`config.mk`:
```
export PLATFORM = sky130hd
export DESIGN_NAME = eq_compare_arbiter
export DESIGN_NICKNAME = d
export VERILOG_FILES = /design/src/rtl/eq_arb_pkg.sv /design/src/rtl/eq_unit.sv /design/src/rtl/eq_compare_arbiter.sv
export SDC_FILE = /design/constraint.sdc
export NUM_CORES = 1
export LEC_CHECK = 0
export CORE_MARGIN = 2
export CORE_UTILIZATION = 36
export CTS_CLUSTER_DIAMETER = 200
export DETAILED_ROUTE_END_ITERATION = 7
export GPL_TIMING_DRIVEN = 0
export HOLD_SLACK_MARGIN = 0.03
export PLACE_DENSITY = 0.79
export SYNTH_ARGS = -nofsm -noshare
export SYNTH_HDL_FRONTEND = slang
export SYNTH_SLANG_ARGS = --single-unit
export TNS_END_PERCENT = 30
```
`constraint.sdc`:
```
create_clock -name CLK -period 2 [get_ports CLK]
set_input_delay 0.3 -clock CLK [delete_from_list [all_inputs] [get_ports CLK]]
set_output_delay 0.3 -clock CLK [all_outputs]
set_load 0.005 [all_outputs]
```
`src/rtl/eq_arb_pkg.sv`:
```
// Shared types and the round-robin search helper for the compare arbiter.
package eq_arb_pkg;

    localparam int unsigned NREQ_MAX = 16;
    localparam int unsigned PTRW     = 4;

    typedef enum logic {SLOT_EMPTY, SLOT_FULL} slot_state_e;

    typedef struct packed {
        logic            found;
        logic [PTRW-1:0] idx;
    } rr_pick_t;

    // First set bit of valid at or after ptr, wrapping at nreq.
    function automatic rr_pick_t rr_pick(input logic [NREQ_MAX-1:0] valid,
                                         input logic [PTRW-1:0]     ptr,
                                         input int unsigned         nreq);
        rr_pick_t    res;
        int unsigned idx;
        res.found = 1'b0;
        res.idx   = '0;
        for (int unsigned k = 0; k < NREQ_MAX; k++) begin
            if (k < nreq) begin
                idx = (32'(ptr) + k) % nreq;
                if (!res.found && valid[idx[PTRW-1:0]]) begin
                    res.found = 1'b1;
                    res.idx   = idx[PTRW-1:0];
                end
            end
        end
        return res;
    endfunction

endpackage

```
`src/rtl/eq_unit.sv`:
```
// Combinational bitwise equality of two WIDTH-bit operands.
module eq_unit #(
    parameter int unsigned WIDTH = 3
) (
    input  logic [WIDTH-1:0] in0,
    input  logic [WIDTH-1:0] in1,
    output logic             out
);

    assign out = (in0 == in1);

endmodule

```
`src/rtl/eq_compare_arbiter.sv`:
```
// Round-robin sharing of one equality comparator among NREQ requesters,
// with a one-deep registered result slot.
module eq_compare_arbiter
    import eq_arb_pkg::*;
#(
    parameter int unsigned WIDTH = 3,
    parameter int unsigned NREQ  = 4,
    localparam int unsigned IDW  = $clog2(NREQ)
) (
    input  logic                  CLK,
    input  logic                  ASYNCRESETN,
    input  logic [NREQ-1:0]       req_valid,
    output logic [NREQ-1:0]       req_ready,
    input  logic [NREQ*WIDTH-1:0] req_a,
    input  logic [NREQ*WIDTH-1:0] req_b,
    output logic                  rsp_valid,
    input  logic                  rsp_ready,
    output logic                  rsp_eq,
    output logic [IDW-1:0]        rsp_id,
    output logic                  busy
);

    slot_state_e      r_state;
    logic             r_eq;
    logic [IDW-1:0]   r_id;
    logic [IDW-1:0]   r_rr_ptr;

    rr_pick_t         w_pick;
    logic [IDW-1:0]   w_grant;
    logic [IDW-1:0]   w_next_ptr;
    logic             w_slot_open;
    logic             w_fire;
    logic             w_eq;
    logic [WIDTH-1:0] w_a_lane [NREQ];
    logic [WIDTH-1:0] w_b_lane [NREQ];

    always_comb begin
        w_pick = rr_pick(NREQ_MAX'(req_valid), PTRW'(r_rr_ptr), NREQ);
    end

    assign w_grant    = w_pick.idx[IDW-1:0];
    assign w_next_ptr = (w_grant == IDW'(NREQ - 1)) ? '0 : w_grant + IDW'(1);

    // Held in reset, the slot is not open so nothing can be readied.
    assign w_slot_open = ASYNCRESETN && ((r_state == SLOT_EMPTY) || rsp_ready);

    always_comb begin
        req_ready = '0;
        for (int unsigned i = 0; i < NREQ; i++) begin
            req_ready[i] = w_slot_open && w_pick.found && (w_pick.idx == PTRW'(i));
        end
    end

    assign w_fire = |req_ready;

    for (genvar i = 0; i < NREQ; i++) begin : g_lane
        assign w_a_lane[i] = req_a[i*WIDTH +: WIDTH];
        assign w_b_lane[i] = req_b[i*WIDTH +: WIDTH];
    end

    eq_unit #(
        .WIDTH (WIDTH)
    ) u_eq_unit (
        .in0 (w_a_lane[w_grant]),
        .in1 (w_b_lane[w_grant]),
        .out (w_eq)
    );

    always_ff @(posedge CLK or negedge ASYNCRESETN) begin
        if (!ASYNCRESETN) begin
            r_state  <= SLOT_EMPTY;
            r_eq     <= 1'b0;
            r_id     <= '0;
            r_rr_ptr <= '0;
        end else begin
            case (r_state)
                SLOT_EMPTY: begin
                    if (w_fire) begin
                        r_state  <= SLOT_FULL;
                        r_eq     <= w_eq;
                        r_id     <= w_grant;
                        r_rr_ptr <= w_next_ptr;
                    end
                end
                SLOT_FULL: begin
                    if (w_fire) begin
                        r_eq     <= w_eq;
                        r_id     <= w_grant;
                        r_rr_ptr <= w_next_ptr;
                    end else if (rsp_ready) begin
                        r_state <= SLOT_EMPTY;
                    end
                end
                default: r_state <= SLOT_EMPTY;
            endcase
        end
    end

    assign rsp_valid = (r_state == SLOT_FULL);
    assign rsp_eq    = r_eq;
    assign rsp_id    = r_id;
    assign busy      = rsp_valid || (|req_valid);

endmodule

```
==> flow_metrics.py <==
metrics = {
    "status": {
        "status": "complete, but fails checks",
        "violations": "negative setup slack",
    },
    "global_routing": {
        "grt_pass1_vias": 707,
        "grt_max_degree": 10,
        "grt_usage_pct": 17.95,
        "grt_antenna_before_repair": 0,
        "grt_overflow": 0,
        "grt_pass1_wl_microns": 2725,
    },
    "place": {
        "dpl.hpwl_microns": 1420,
        "port_buffers": 39,
        "dpl.cell_count": 137,
        "detailedPlace.worstSlack_ps": -741.4,
        "gp_congestion": 0.7159,
    },
    "layout": {
        "nets": 156,
        "n_antenna_cell": 0,
        "fin_cells": 148,
        "drive_gt1_share_pct": 27.64,
        "synthToLayoutAreaGrowth_pct": 86.96,
        "nFillCells": 137,
    },
    "critical_path": {
        "r2r_slack_ps": -10,
        "worstSetupPathType": "reg -> out",
        "rr_startpoint": "r_rr_ptr[1]",
        "required_ps": 1700,
        "r2r_end": "rsp_eq",
        "startpoint_type": "flop",
        "critPathCaptureType": "output pin",
        "critPathArrivalTime_ps": 1730,
        "crit_start": "r_rr_ptr[1]",
        "worstPathMaxFanout": 7,
        "r2r_cells": 9,
    },
    "synthesis": {
        "yosys_warnings": 0,
        "synthesis.area_sq_um": 643.1,
        "synth_fp_nets": 104,
        "synth_flop_cell": "dfrtp_1",
        "synth_cell_types": 29,
        "async_flop_share_pct": 100.0,
        "synth_edf_count": 0,
        "synth_area_per_cell_sq_um": 8.810,
        "ys_ff_latch": 6,
        "synth.yosys.seq_area_share_pct": 23.35,
        "synth_cells": 73,
    },
    "detailed_routing": {
        "wl_microns": 1827,
        "vias": 783,
        "drt-pass1-iter-count": 4,
        "vias_per_cell": 5.291,
        "drc": 0,
        "ant_nets": 0,
        "initialDrtViolationCount": 9,
        "routedWlPerCell_microns": 12.34,
    },
    "timing": {
        "fmax_ghz": 0.4927,
        "whs_ps": 72.89,
        "clock-skew-final_ps": 1.243,
        "finalHoldViolCount": 0,
        "max_slew_margin_pct": 75.08,
        "grt_setup_unrepaired": "yes",
        "fin_crit_ps": 2030,
        "setup_slack_ps": -29.78,
        "slew_violations": 0,
        "fin_tns_setup_ps": -60.62,
        "setup_viol": 3,
        "period_share_pct": 101.5,
        "tightestPinTransition_ps": 373.8,
    },
    "clock_tree": {
        "clkSlewWorstSetupHoldPaths_ps": 50,
        "root_buffer": "clkbuf_4",
        "clkSinkCount": 6,
        "cts_buffers": 3,
        "cts_tree": "built",
        "clkLatencyLatePin_ps": 240,
        "postCtsHoldBufs": 0,
        "cts_buffer_depth": 2,
        "htree_levels": 1,
    },
    "die": {
        "core_area_sq_mm": 0.001708,
        "ios": 40,
        "start_util_pct": 37.66,
        "fp.dieH_microns": 46.27,
        "die-area_sq_mm": 0.002140,
        "rows": 15,
        "die_x_microns": 46.27,
    },
    "power_and_ir_drop": {
        "clkPwrFrac_pct": 11.6,
        "p_sw_uw": 369.7,
        "ir_drop_v": 0.0004660,
        "p_comb_share_pct": 69.4,
        "switching_share_pct": 38.12,
        "p_leak_nw": 0.5338,
        "seq_power_share_pct": 19.1,
        "p_int_uw": 600.0,
        "p_per_area_mw_per_mm2": 806.4,
    },
    "job": {
        "cap_violations": 0,
    },
    "hold_path": {
        "hp-class": "in -> async",
    },
}
## layer usage
layer	GRT usage (%)	vias up	wire (microns)
met5	0	-	0
met4	8.000	0	24
met3	6.275	4	133
met2	33.06	34	1002
met1	17.73	370	667
li1	-	375	-
## area by class of cell
type,instances,area [sq um],share of cell area [%]
Tap cell,25,31.28,2.601
Buffer,1,11.26,0.9365
Timing Repair Buffer,47,429.2,35.69
Sequential cell,6,150.1,12.49
Multi-Input combinational cell,64,550.5,45.79
Inverter,2,7.507,0.6244
Clock buffer,3,22.52,1.873
## Yosys cell counts (all sizes together) (2+ instances only)
cell type / instances / area [sq um]
mux2i: 13 / 133.9
nand2: 9 / 41.29
nand3: 8 / 40.04
dfrtp: 6 / 150.1
o21ai: 6 / 30.03
and3: 4 / 25.02
nor2: 3 / 11.26
a21boi: 2 / 18.77
a21oi: 2 / 10.01
inv: 2 / 7.510
nor3: 2 / 10.01
xor2: 2 / 17.52
## worst max path at each step
stage,endpoint,cells after the start,slack (ps)
4_1_cts,busy,4,-180
3_3_place_gp,req_ready[3],6,-750
6_report,req_ready[2],8,-30
3_5_place_dp,req_ready[3],6,-740
2_1_floorplan,rsp_eq,8,270
5_1_grt,req_ready[1],8,-120
## metrics by stage
step                      utilization, %  power (mW)  cell area (sq um)
after floorplan                        -      0.5409              643.1
after global placement             62.34      0.7170               1065
after detailed placement           62.34      0.7320               1065
after CTS                          69.89      0.9386               1194
after global routing               70.40       1.032               1202
final                              70.40      0.9696               1202
## worst max-delay path, stage by stage (launching register included)
cell           delay [ps]
dfrtp_1               360
buf_6                 140
buf_4                 140
a21boi_4              180
o2bb2ai_4             110
nor2_4                130
buf_4                 130
nor3_2                 30
dlygate4sd2_1         260
## timing repair
action / in CTS / in global routing
buffers inserted: 5 / 3
gates resized for setup: 29 / 11
pin swaps: 7 / 5
cloned: 0 / 0
setup endpoints to repair: 6 / 5
## cell families (layout without fill, tap and decap cells)
group	after synthesis	in the layout	synth area share [%]
buffers and inverters	3	53	2.919
AO/OA/AOI/OAI	18	18	24.52
AND/OR/NAND/NOR	30	30	24.32
XOR/XNOR	3	3	4.086
flip-flops	6	6	23.35
multiplexers	13	13	20.82
## cells in the final DEF (no fill, tap or decap), types with 2 or more instances in the layout
cell type         n
clkdlybuf4s50_1  29
mux2i_1          12
nand2_1           7
nand3_1           7
buf_4             7
o21ai_0           6
dfrtp_1           6
and3_1            3
clkbuf_4          3
dlygate4sd2_1     3
clkbuf_2          3
inv_1             2
buf_6             2
a21oi_1           2
nor3_2            2
nor2_1            2
xor2_1            2
buf_2             2
## state kept, by name, indices dropped and copies added, names as in the netlist
register / flops
r_rr_ptr: 2
rsp_id: 2
rsp_eq: 1
rsp_valid: 1
## power by group through the flow
stage | logic, mW | registers (mW) | clock network (mW)
final | 0.673 | 0.185 | 0.112
after global routing | 0.722 | 0.187 | 0.122
after CTS | 0.639 | 0.184 | 0.116
after detailed placement | 0.549 | 0.183 | 0
after global placement | 0.535 | 0.182 | 0
after floorplan | 0.360 | 0.181 | 0
Note: power is estimated with default switching activity, not from simulation.
